[config.mk]
export PLATFORM = sky130hd
export DESIGN_NAME = alu_cmd_sequencer_flat
export DESIGN_NICKNAME = d
export VERILOG_FILES = /design/src/rtl/alu_pkg.sv /design/src/rtl/alu_cmd_sequencer_if.sv /design/src/rtl/alu_cmd_sequencer_alu.sv /design/src/rtl/alu_cmd_sequencer.sv /design/src/flat_wrapper.sv
export SDC_FILE = /design/constraint.sdc
export NUM_CORES = 1
export LEC_CHECK = 0
export ABC_AREA = 1
export BUFFER_PORTS_ARGS = -buffer_cell sky130_fd_sc_hd__buf_2
export CAP_MARGIN = 15
export CORE_UTILIZATION = 45
export DETAILED_ROUTE_END_ITERATION = 8
export SLEW_MARGIN = 20
export SYNTH_ARGS = -nofsm -noshare
export SYNTH_HDL_FRONTEND = slang
export SYNTH_HIERARCHICAL = 1
export SYNTH_SLANG_ARGS = --single-unit
[constraint.sdc]
create_clock -name clk -period 5.57 [get_ports clk]
set_clock_uncertainty 0.05 [all_clocks]
set_input_delay 0.557 -clock clk [delete_from_list [all_inputs] [get_ports clk]]
set_output_delay 0.557 -clock clk [all_outputs]
set_load 0.01 [all_outputs]
[src/rtl/alu_pkg.sv]
// Shared definitions for the ALU command sequencer: widths, select codes and FSM encoding.
package alu_pkg;

  localparam int unsigned ALU_WIDTH = 32;
  localparam int unsigned CNT_W     = 4;
  localparam logic [2:0]  SEL_SLT   = 3'b100;

  typedef enum logic [1:0] {
    IDLE = 2'd0,
    EXEC = 2'd1,
    DONE = 2'd2
  } state_t;

endpackage

[src/rtl/alu_cmd_sequencer_if.sv]
// Command/response handshake bundle between a requester and the ALU command sequencer.
interface alu_cmd_if
  import alu_pkg::*;
#(
  parameter int unsigned WIDTH = ALU_WIDTH
) ();

  logic             cmd_valid;
  logic             cmd_ready;
  logic [WIDTH-1:0] cmd_a;
  logic [WIDTH-1:0] cmd_b;
  logic [2:0]       cmd_sel;
  logic             cmd_ci;
  logic             rsp_valid;
  logic             rsp_ready;
  logic [WIDTH-1:0] rsp_data;
  logic             rsp_flag;

  modport master (
    output cmd_valid, cmd_a, cmd_b, cmd_sel, cmd_ci, rsp_ready,
    input  cmd_ready, rsp_valid, rsp_data, rsp_flag
  );

  modport slave (
    input  cmd_valid, cmd_a, cmd_b, cmd_sel, cmd_ci, rsp_ready,
    output cmd_ready, rsp_valid, rsp_data, rsp_flag
  );

endinterface

[src/rtl/alu_cmd_sequencer_alu.sv]
// Combinational 32-bit ALU: arithmetic on selects 000-100 (100 is compare/subtract), logic on 101-111.
module alu_32_bit
  import alu_pkg::*;
(
  input  logic [ALU_WIDTH-1:0] a,
  input  logic [ALU_WIDTH-1:0] b,
  input  logic                 S0,
  input  logic                 S1,
  input  logic                 S2,
  input  logic                 Ci,
  output logic [ALU_WIDTH-1:0] F,
  output logic                 Co
);

  logic [2:0]           sel;
  logic [ALU_WIDTH:0]   sum;
  logic [ALU_WIDTH:0]   a_ext;
  logic [ALU_WIDTH:0]   ci_ext;

  assign sel    = {S2, S1, S0};
  assign a_ext  = {1'b0, a};
  assign ci_ext = (ALU_WIDTH+1)'(Ci);

  // Carry-out of the widened sum is Co; logic ops report Co=0
  always_comb begin
    sum = '0;
    unique case (sel)
      3'b000:         sum = a_ext + {1'b0, b} + ci_ext;
      3'b001, 3'b100: sum = a_ext + {1'b0, ~b} + ci_ext;
      3'b010:         sum = a_ext + ci_ext;
      3'b011:         sum = a_ext + {1'b0, {ALU_WIDTH{1'b1}}} + ci_ext;
      3'b101:         sum = {1'b0, a & b};
      3'b110:         sum = {1'b0, a | b};
      default:        sum = {1'b0, a ^ b};
    endcase
  end

  assign F  = sum[ALU_WIDTH-1:0];
  assign Co = sum[ALU_WIDTH];

endmodule

[src/rtl/alu_cmd_sequencer.sv]
// Clocked valid/ready front-end for alu_32_bit: latch a command, let the ALU settle, return F/Co.
module alu_cmd_sequencer
  import alu_pkg::*;
#(
  parameter int unsigned WIDTH         = ALU_WIDTH,
  parameter int unsigned SETTLE_CYCLES = 1
) (
  input  logic     clk,
  input  logic     rst,
  alu_cmd_if.slave bus
);

  if (WIDTH != ALU_WIDTH) begin : g_bad_width
    $error("alu_cmd_sequencer: WIDTH must equal ALU_WIDTH");
  end
  if (SETTLE_CYCLES < 1 || SETTLE_CYCLES > 15) begin : g_bad_settle
    $error("alu_cmd_sequencer: SETTLE_CYCLES must be in 1..15");
  end

  state_t             state, state_d;
  logic [CNT_W-1:0]   cnt, cnt_d;
  logic [WIDTH-1:0]   a_q, a_d, b_q, b_d;
  logic [2:0]         sel_q, sel_d;
  logic               ci_q, ci_d;
  logic               cmd_ready_q, cmd_ready_d;
  logic               rsp_valid_q, rsp_valid_d;
  logic [WIDTH-1:0]   rsp_data_q, rsp_data_d;
  logic               rsp_flag_q, rsp_flag_d;
  logic [WIDTH-1:0]   alu_f;
  logic               alu_co;

  alu_32_bit u_alu (a_q, b_q, sel_q[0], sel_q[1], sel_q[2], ci_q, alu_f, alu_co);

  // State and datapath registers
  always_ff @(posedge clk) begin
    if (rst) begin
      state       <= IDLE;
      cnt         <= '0;
      a_q         <= '0;
      b_q         <= '0;
      sel_q       <= '0;
      ci_q        <= 1'b0;
      cmd_ready_q <= 1'b1;
      rsp_valid_q <= 1'b0;
      rsp_data_q  <= '0;
      rsp_flag_q  <= 1'b0;
    end else begin
      state       <= state_d;
      cnt         <= cnt_d;
      a_q         <= a_d;
      b_q         <= b_d;
      sel_q       <= sel_d;
      ci_q        <= ci_d;
      cmd_ready_q <= cmd_ready_d;
      rsp_valid_q <= rsp_valid_d;
      rsp_data_q  <= rsp_data_d;
      rsp_flag_q  <= rsp_flag_d;
    end
  end

  // Next-state and next-output logic; EXEC lasts SETTLE_CYCLES+1 clocks after the accept edge
  always_comb begin
    state_d     = state;
    cnt_d       = cnt;
    a_d         = a_q;
    b_d         = b_q;
    sel_d       = sel_q;
    ci_d        = ci_q;
    rsp_valid_d = rsp_valid_q;
    rsp_data_d  = rsp_data_q;
    rsp_flag_d  = rsp_flag_q;

    unique case (state)
      IDLE: begin
        if (bus.cmd_valid && cmd_ready_q) begin
          a_d     = bus.cmd_a;
          b_d     = bus.cmd_b;
          sel_d   = bus.cmd_sel;
          ci_d    = bus.cmd_ci;
          cnt_d   = CNT_W'(SETTLE_CYCLES);
          state_d = EXEC;
        end
      end
      EXEC: begin
        if (cnt != '0) begin
          cnt_d = cnt - CNT_W'(1);
        end else begin
          rsp_valid_d = 1'b1;
          rsp_flag_d  = alu_co;
          rsp_data_d  = (sel_q == SEL_SLT && ci_q) ? WIDTH'(alu_co) : alu_f;
          state_d     = DONE;
        end
      end
      DONE: begin
        if (rsp_valid_q && bus.rsp_ready) begin
          rsp_valid_d = 1'b0;
          state_d     = IDLE;
        end
      end
      default: state_d = IDLE;
    endcase

    cmd_ready_d = (state_d == IDLE);
  end

  assign bus.cmd_ready = cmd_ready_q;
  assign bus.rsp_valid = rsp_valid_q;
  assign bus.rsp_data  = rsp_data_q;
  assign bus.rsp_flag  = rsp_flag_q;

endmodule

[src/flat_wrapper.sv]
// flat-port wrapper written by rule: the top's interface ports become plain ports
module alu_cmd_sequencer_flat import alu_pkg::*;
#(
  parameter int unsigned WIDTH         = ALU_WIDTH,
  parameter int unsigned SETTLE_CYCLES = 1
)
  (clk, rst, bus_cmd_valid, bus_cmd_a, bus_cmd_b, bus_cmd_sel, bus_cmd_ci, bus_rsp_ready, bus_cmd_ready, bus_rsp_valid, bus_rsp_data, bus_rsp_flag);
  alu_cmd_if #(.WIDTH(WIDTH)) bus_i ();
  input  logic clk;
  input  logic rst;
  input wire logic [$bits(bus_i.cmd_valid)-1:0] bus_cmd_valid;
  input wire logic [$bits(bus_i.cmd_a)-1:0] bus_cmd_a;
  input wire logic [$bits(bus_i.cmd_b)-1:0] bus_cmd_b;
  input wire logic [$bits(bus_i.cmd_sel)-1:0] bus_cmd_sel;
  input wire logic [$bits(bus_i.cmd_ci)-1:0] bus_cmd_ci;
  input wire logic [$bits(bus_i.rsp_ready)-1:0] bus_rsp_ready;
  output wire logic [$bits(bus_i.cmd_ready)-1:0] bus_cmd_ready;
  output wire logic [$bits(bus_i.rsp_valid)-1:0] bus_rsp_valid;
  output wire logic [$bits(bus_i.rsp_data)-1:0] bus_rsp_data;
  output wire logic [$bits(bus_i.rsp_flag)-1:0] bus_rsp_flag;
  assign bus_i.cmd_valid = bus_cmd_valid;
  assign bus_i.cmd_a = bus_cmd_a;
  assign bus_i.cmd_b = bus_cmd_b;
  assign bus_i.cmd_sel = bus_cmd_sel;
  assign bus_i.cmd_ci = bus_cmd_ci;
  assign bus_i.rsp_ready = bus_rsp_ready;
  assign bus_cmd_ready = bus_i.cmd_ready;
  assign bus_rsp_valid = bus_i.rsp_valid;
  assign bus_rsp_data = bus_i.rsp_data;
  assign bus_rsp_flag = bus_i.rsp_flag;
  alu_cmd_sequencer #(.WIDTH(WIDTH), .SETTLE_CYCLES(SETTLE_CYCLES)) u_core (.clk(clk), .rst(rst), .bus(bus_i));
endmodule
== Yosys cells after proc, flatten, opt, wreduce, memory -nomap -nowiden ==
Index checks and enable logic that the tools add are counted.

* Equal/unequal tests: 12
* Reductions and logical operators: 14
* $add $sub $neg: 8
* Bitwise gates (word level): 5
* Multiplexer cells: 12

{| class="wikitable"
|+ Operators with widths
! operator !! count
|-
| one-hot mux 33 bit (6 select lines) || 1
|-
| adder 33 x 1 -> 33 bit || 3
|-
| adder 32 x 32 -> 33 bit || 2
|-
| adder 32 x 1 -> 33 bit || 1
|-
| adder 32 x 32 -> 33 bit, second input constant || 1
|-
| bitwise AND 32 bit || 1
|-
| 2-to-1 mux 32 bit || 1
|-
| NOT 32 bit || 1
|-
| bitwise OR 32 bit || 1
|-
| XOR 32 bit || 1
|-
| == test 3 bit, second input constant || 3
|-
| 2-to-1 mux 4 bit || 2
|-
| one-hot mux 4 bit (2 select lines) || 1
|-
| == test 3 x 2 -> 1 bit, second input constant || 2
|-
| 2-to-1 mux 2 bit || 3
|-
| != test 2 x 1 -> 1 bit, second input constant || 3
|-
| one-hot mux 2 bit (3 select lines) || 1
|-
| AND reduction 3 bit || 2
|-
| logical NOT 2 bit || 2
|-
| AND reduction 2 bit || 2
|-
| nonzero test 2 bit || 2
|-
| nonzero test 4 bit || 1
|-
| subtractor 4 x 1 -> 4 bit, second input constant || 1
|-
| == test 3 x 1 -> 1 bit, second input constant || 1
|-
| 9 further kinds || 12
|}

* Bits of input ports: 72
* Word-level logic and storage cells: 61
* Output and inout bits: 35
* Register bits: 109

== Longest topological paths before layout ==
* Depth after elaboration: 5
* Gate-level depth with buffers: 18
* Gate-level depth less buffers: 18

== Modules after synthesis ==
Netlist, hierarchy kept.

{| class="wikitable"
|+ Modules (own cells, without submodules)
! module !! area each (um^2) !! sequential area each (um^2) !! cells each !! times used
|-
| alu_32_bit || 8545.7 || 0.0 || 1751 || 1
|-
| alu_cmd_sequencer || 3942.5 || 2182.1 || 497 || 1
|}

== Worst setup path after synthesis ==
Ideal clock, no wire load.

* Path type: flip-flop to flip-flop
* From: reg u_core.a_q[0]
* To: reg u_core.rsp_data_q[0], in the netlist u_core/bus.rsp_data[0]
* Buffers on the path: 0
* Stages on the path, launching flop included: 17
* Data arrival time: 2.294 ns
* Setup time: 0.064 ns
* Setup slack: 3.163 ns
* Period minus slack after synthesis: 2.407 ns
* Data required time: 5.456 ns
* Cell sequence: dfxtp_1 > inv_1 > fa_1 > fa_1 > inv_1 > nand2_1 > nand3_1 > nand3_1 > nand2_1 > nand2_1 > nand3_1 > nand4_1 > nand3_1 > inv_1 > nor2_1 > nor2_1 > nor2_1

* Word-level cells in the longest chain between the ends: 4
* Elaborated cells on any way between the ends: 12
* Classes of those cells: add/sub: 7; mux: 2; bitwise: 3

{| class="wikitable"
|+ Ends and longest elaborated chain
! what !! RTL line !! text
|-
| start: declaration || alu_cmd_sequencer.sv:22 || <nowiki>logic [WIDTH-1:0] a_q, a_d, b_q, b_d;</nowiki>
|-
| start signal: assignment || alu_cmd_sequencer.sv:39 || <nowiki>a_q <= '0;</nowiki>
|-
| start signal: assignment || alu_cmd_sequencer.sv:50 || <nowiki>a_q <= a_d;</nowiki>
|-
| adder 32 x 32 -> 33 bit (on tied branches) || alu_cmd_sequencer_alu.sv:31, alu_cmd_sequencer_alu.sv:28, alu_cmd_sequencer_alu.sv:29 ||
|-
| adder 33 x 1 -> 33 bit (on tied branches) || alu_cmd_sequencer_alu.sv:31, alu_cmd_sequencer_alu.sv:28, alu_cmd_sequencer_alu.sv:29 ||
|-
| one-hot mux 33 bit (6 select lines) (*) || alu_cmd_sequencer_alu.sv:27 || <nowiki>unique case (sel)</nowiki>
|-
| net u_core.alu_co || alu_cmd_sequencer.sv:30 || <nowiki>logic alu_co;</nowiki>
|-
| 2-to-1 mux 32 bit (*) || alu_cmd_sequencer.sv:90 || <nowiki>rsp_data_d = (sel_q == SEL_SLT && ci_q) ? WIDTH'(alu_co) : alu_f;</nowiki>
|-
| end signal: assignment || alu_cmd_sequencer.sv:56 || <nowiki>rsp_data_q <= rsp_data_d;</nowiki>
|-
| end: declaration || alu_cmd_sequencer.sv:27 || <nowiki>logic [WIDTH-1:0] rsp_data_q, rsp_data_d;</nowiki>
|}

Mark *: on every way through the listed nets, which the timed path passes. The rest lies on a longest branch.
A chain may end at the register's enable or synchronous reset.

== Worst setup path in the final report ==
* From: reg u_core.a_q[2]
* To: reg u_core.rsp_data_q[27], in the netlist u_core/bus.rsp_data[27]

* Word-level cells in the longest chain between the ends: 4
* Elaborated cells on any way between the ends: 9
* Classes of those cells: add/sub: 7; mux: 2

{| class="wikitable"
|+ Ends and longest elaborated chain
! what !! RTL line !! text
|-
| adder 32 x 32 -> 33 bit (on tied branches) || alu_cmd_sequencer_alu.sv:31, alu_cmd_sequencer_alu.sv:28, alu_cmd_sequencer_alu.sv:29 ||
|-
| adder 33 x 1 -> 33 bit (on tied branches) || alu_cmd_sequencer_alu.sv:31, alu_cmd_sequencer_alu.sv:28, alu_cmd_sequencer_alu.sv:29 ||
|-
| one-hot mux 33 bit (6 select lines) (*) || alu_cmd_sequencer_alu.sv:27 ||
|-
| net u_core.alu_f[27] || alu_cmd_sequencer.sv:29 || <nowiki>logic [WIDTH-1:0] alu_f;</nowiki>
|-
| 2-to-1 mux 32 bit (*) || alu_cmd_sequencer.sv:90 ||
|}

Marked as above.

==> results.py <==
metrics = {
    "yosys": {
        "syn_area_um2": 12500,
        "flip_flop_and_latch_count_after_synthesis": 109,
        "synth.avg_cell_area_um2": 5.56,
        "post_synth_main_area_contributors": "nand2_1 19%, dfxtp_1 17%, nor2_1 11%, ha_1 10%, inv_1 9.4%",
        "yosysTopAreaCell": "nand2_1",
        "syn-instance-count": 2248,
        "synth_cell_type_count": 45,
        "synth_sequential_area_ratio_pct": 17.5,
        "synth_top_area_share_pct": 19.0,
        "mappedNetlistNets": 2424,
        "yosysWarnings": 6,
    },
    "worst_setup_path": {
        "cp_slowest_cell": "dfxtp_1",
        "regToRegSetupSlack_ns": 2.42,
        "ordered_cell_list_for_the_critical_path": "inv_1, ha_1, inv_1, nand2_1, nand3_1, nand2_1, nand3_1, nand2_1, nand4_1, nand3_1, nand4_1, nand3_1, a21oi_1",
        "crit_path_end_kind": "register",
        "reg2regPathDepth": 13,
        "rr_endpoint": "u_core/bus.rsp_data[27]",
        "rr_startpoint": "u_core/a_q[2]",
        "worstPathBufferInverterCount": 2,
        "cp_data_arrival_time_ns": 3.31,
        "required_time_of_the_worst_setup_path_ns": 5.73,
        "worst_path_largest_cell_delay_ns": 0.66,
        "cp_max_fo": 12,
        "critical_path.top_delay_family": "simple AND/OR/NAND/NOR gates",
        "worst_path_most_repeated_cell": "nand3_1",
        "setup.worst_path.start_class": "register",
        "setup.worst_path.class": "reg -> reg",
    },
    "placement": {
        "dp_hpwl_um": 39500,
        "place_worst_setup_slack_ns": 2.50,
        "placed_cell_areas_um2": 13000,
        "place.gp.congestion": 1.00,
        "placement.io_buffers": 106,
    },
    "sta": {
        "slew_viol_final": 0,
        "part_of_the_cycle_the_worst_path_needs_pct": 56.6,
        "grt_setup_unrepaired": "no",
        "final.setup.tns_ns": 0,
        "timing_worst_slew_pin_value_ns": 1.01,
        "final-setup-viol-count": 0,
        "layout_min_cycle_time_ns": 3.15,
        "fmax_mhz": 317,
        "timing.final.hold_violations": 0,
        "max-slew-margin-rel_pct": 32.7,
        "setup_slack_after_layout_ns": 2.42,
    },
    "min_path": {
        "min_from": "bus_cmd_a[23]",
        "timing.hold.worst_path_depth": 3,
        "timing.hold.worst_endpoint": "u_core/a_q[23]",
        "min_path_type": "in -> reg",
    },
    "global_routing": {
        "number_of_global_route_vias_before_repair": 13200,
        "grt-ovfl-total": 0,
        "grt_max_degree": 75,
        "track_usage_pct": 35.2,
        "number_of_antenna_violations_at_the_first_check_in_global_routing": 0,
        "global_route_wire_length_before_repair_um": 75700,
    },
    "final_layout": {
        "layout-area-overhead-vs-synth_pct": 6.82,
        "layout_nets": 2457,
        "finish.utilization_pct": 49.2,
        "final_design_area_excluding_fillers_um2": 13300,
        "layout-drive-gt1-share_pct": 8.05,
    },
    "die": {
        "die_x_um": 169,
        "floorplan.die_area_um2": 28400,
        "start_util_pct": 46.1,
        "rows": 60,
        "dieHeight_um": 169,
        "fp.coreArea_um2": 27100,
        "num_io_pins": 107,
    },
    "clocking": {
        "max-clock-path-buffers": 2,
        "cts-buffers-inserted": 9,
        "clkLatencyLatePin_ns": 0.37,
        "tritoncts": "built",
        "post_cts_hold_buffer_count": 0,
        "clock_slew_at_the_register_clock_pins_of_the_worst_setup_and_hold_paths_ns": 0.09,
        "postCtsSetupBuffers": 0,
        "ctsRootBufferMaster": "clkbuf_16",
        "clock_sink_count": 109,
        "cts.repair.resized": 0,
        "clock_tree.htree_level_count": 3,
    },
    "detailed_routing": {
        "via_count": 14500,
        "drc_errors": 0,
        "drt-pass1-iter-count": 6,
        "avgViaCountPerCell": 5.45,
        "drt.antenna.violating_nets": 0,
        "routed_wl_um": 50000,
        "routedWlPerCell_um": 18.8,
        "drt_first_iter_violations": 1563,
    },
    "pwr": {
        "p_int_w": 0.00257,
        "static-leakage-power_nw": 6.68,
        "power.sequential.fraction_pct": 20.8,
        "power_per_cell_area_nw_per_um2": 475,
        "sw_frac_of_total_pct": 59.5,
        "vdd_ir_drop_max_mv": 0.347,
        "netSwitchingPower_w": 0.00377,
        "power.combinational.fraction_pct": 68.2,
        "clock_share_of_power_pct": 11.1,
    },
    "run": {
        "cap_viol_max_count": 0,
    },
    "run_status": {
        "outcome": "finished clean",
    },
}
how the worst max path moves through the flow:
stage,from,end,slack [ns],cells after the start
final,u_core/a_q[2],u_core/bus.rsp_data[27],2.42,13
after global routing,u_core/a_q[2],u_core/bus.rsp_data[27],2.22,14
after CTS,u_core/a_q[0],u_core/bus.rsp_data[30],2.47,15
after detailed placement,u_core/a_q[0],u_core/bus.rsp_data[30],2.50,15
after global placement,u_core/a_q[0],u_core/bus.rsp_data[30],2.51,15
after floorplan,u_core/a_q[0],u_core/bus.rsp_data[0],3.16,16
cell usage after synthesis (all sizes together):
cell and instances:
inv 316, o21ai 138, a221oi 1, or2 2, o221ai 2, o22ai 13
xor2 22, dfxtp 109, o21a 2, nand3b 4, o2111ai 3, a211oi 2
a21oi 133, o211ai 8, a2111oi 1, clkbuf 26, o21bai 7, nand2 643
a21o 2, and2 6, ha 100, nand3 175, fa 4, nor2 399
nor3 26, nand4 37, buf 65, nor2b 1, clkinv 1
per-layer routing:
layer | share of wire (%) | track usage (%) | vias to the layer above
met2 | 42 | 53.9 | 687
met5 | 0 | 0 | -
met3 | 9.4 | 6.90 | 106
met1 | 45 | 48.4 | 6575
li1 | - | - | 7135
met4 | 3.7 | 13.7 | 0
cell usage in the layout, fill, tap and decap left out, types with 2 or more instances in the layout:
cell type / count
nand2_2: 9
o221ai_1: 2
o21ai_1: 16
a21oi_1: 132
o21a_1: 2
nand2_1: 633
clkbuf_16: 9
nand3_2: 4
o2111ai_1: 3
inv_8: 3
a211oi_1: 2
ha_1: 100
nand4_1: 37
fa_1: 4
xor2_1: 22
o22ai_1: 13
nor2_4: 5
nor3_1: 21
nor2_8: 2
nor2_2: 21
buf_4: 7
dfxtp_1: 109
inv_6: 3
nand3b_1: 4
nand3_1: 171
o21ai_0: 121
o211ai_1: 8
and2_1: 6
nor3_2: 5
inv_2: 4
a21o_1: 2
o21bai_1: 7
buf_2: 106
nor2_1: 371
inv_1: 311
registers in the layout (all words and copies together) (netlist names), 2 cells and up:
name / cells
u_core/b_q: 32
u_core/sel_q: 3
u_core/a_q: 32
u_core/bus.rsp_data: 32
u_core/state: 2
u_core/cnt: 4
stage by stage:
| stage | total power (W) | hold slack [ns] | cells |
|---|---|---|---|
| final | 0.00633 | 0.369 | 2659 |
| after floorplan | 0.00429 | 0.425 | 2248 |
| after global routing | 0.00689 | 0.374 | 2658 |
| after global placement | 0.00549 | 0.398 | 2642 |
| after CTS | 0.00623 | 0.360 | 2658 |
| after detailed placement | 0.00552 | 0.402 | 2642 |
power by group through the flow:
stage	Clock (W)	Combinational [W]	Sequential (W)
detailed placement	0	0.00419	0.00132
global route	0.000744	0.00480	0.00135
global placement	0	0.00418	0.00131
CTS	0.000711	0.00421	0.00131
floorplan	0	0.00310	0.00119
finish	0.000702	0.00432	0.00131
worst register-to-register path, cell delays in order (launching register included):
cell     delay, ns
dfxtp_1       0.66
inv_1         0.18
ha_1          0.56
inv_1         0.15
nand2_1       0.12
nand3_1       0.15
nand2_1       0.09
nand3_1       0.29
nand2_1       0.21
nand4_1       0.10
nand3_1       0.10
nand4_1       0.14
nand3_1       0.13
a21oi_1       0.07
final cells by class:
cell class | count | area (um^2)
antenna | 1 | 2.50
clock inverter | 6 | 60.1
sequential | 109 | 2180
clock buffer | 10 | 229
multi-input combinational | 1731 | 8620
timing repair buffer | 113 | 583
tap | 372 | 465
fill | 3025 | 13800
inverter | 317 | 1190
logic make-up (layout without fill, tap and decap cells):
family	count (synthesis)	in the layout	share of synthesized area [%]
xor+xnor	22	22	1.54
buf+inv	408	446	13.6
compound gates	312	312	13.3
simple gates	1293	1293	43.4
fa+ha+maj	104	104	10.7
other cells	0	1	0
flops	109	109	17.5
Power figures use the tool's default switching activity.
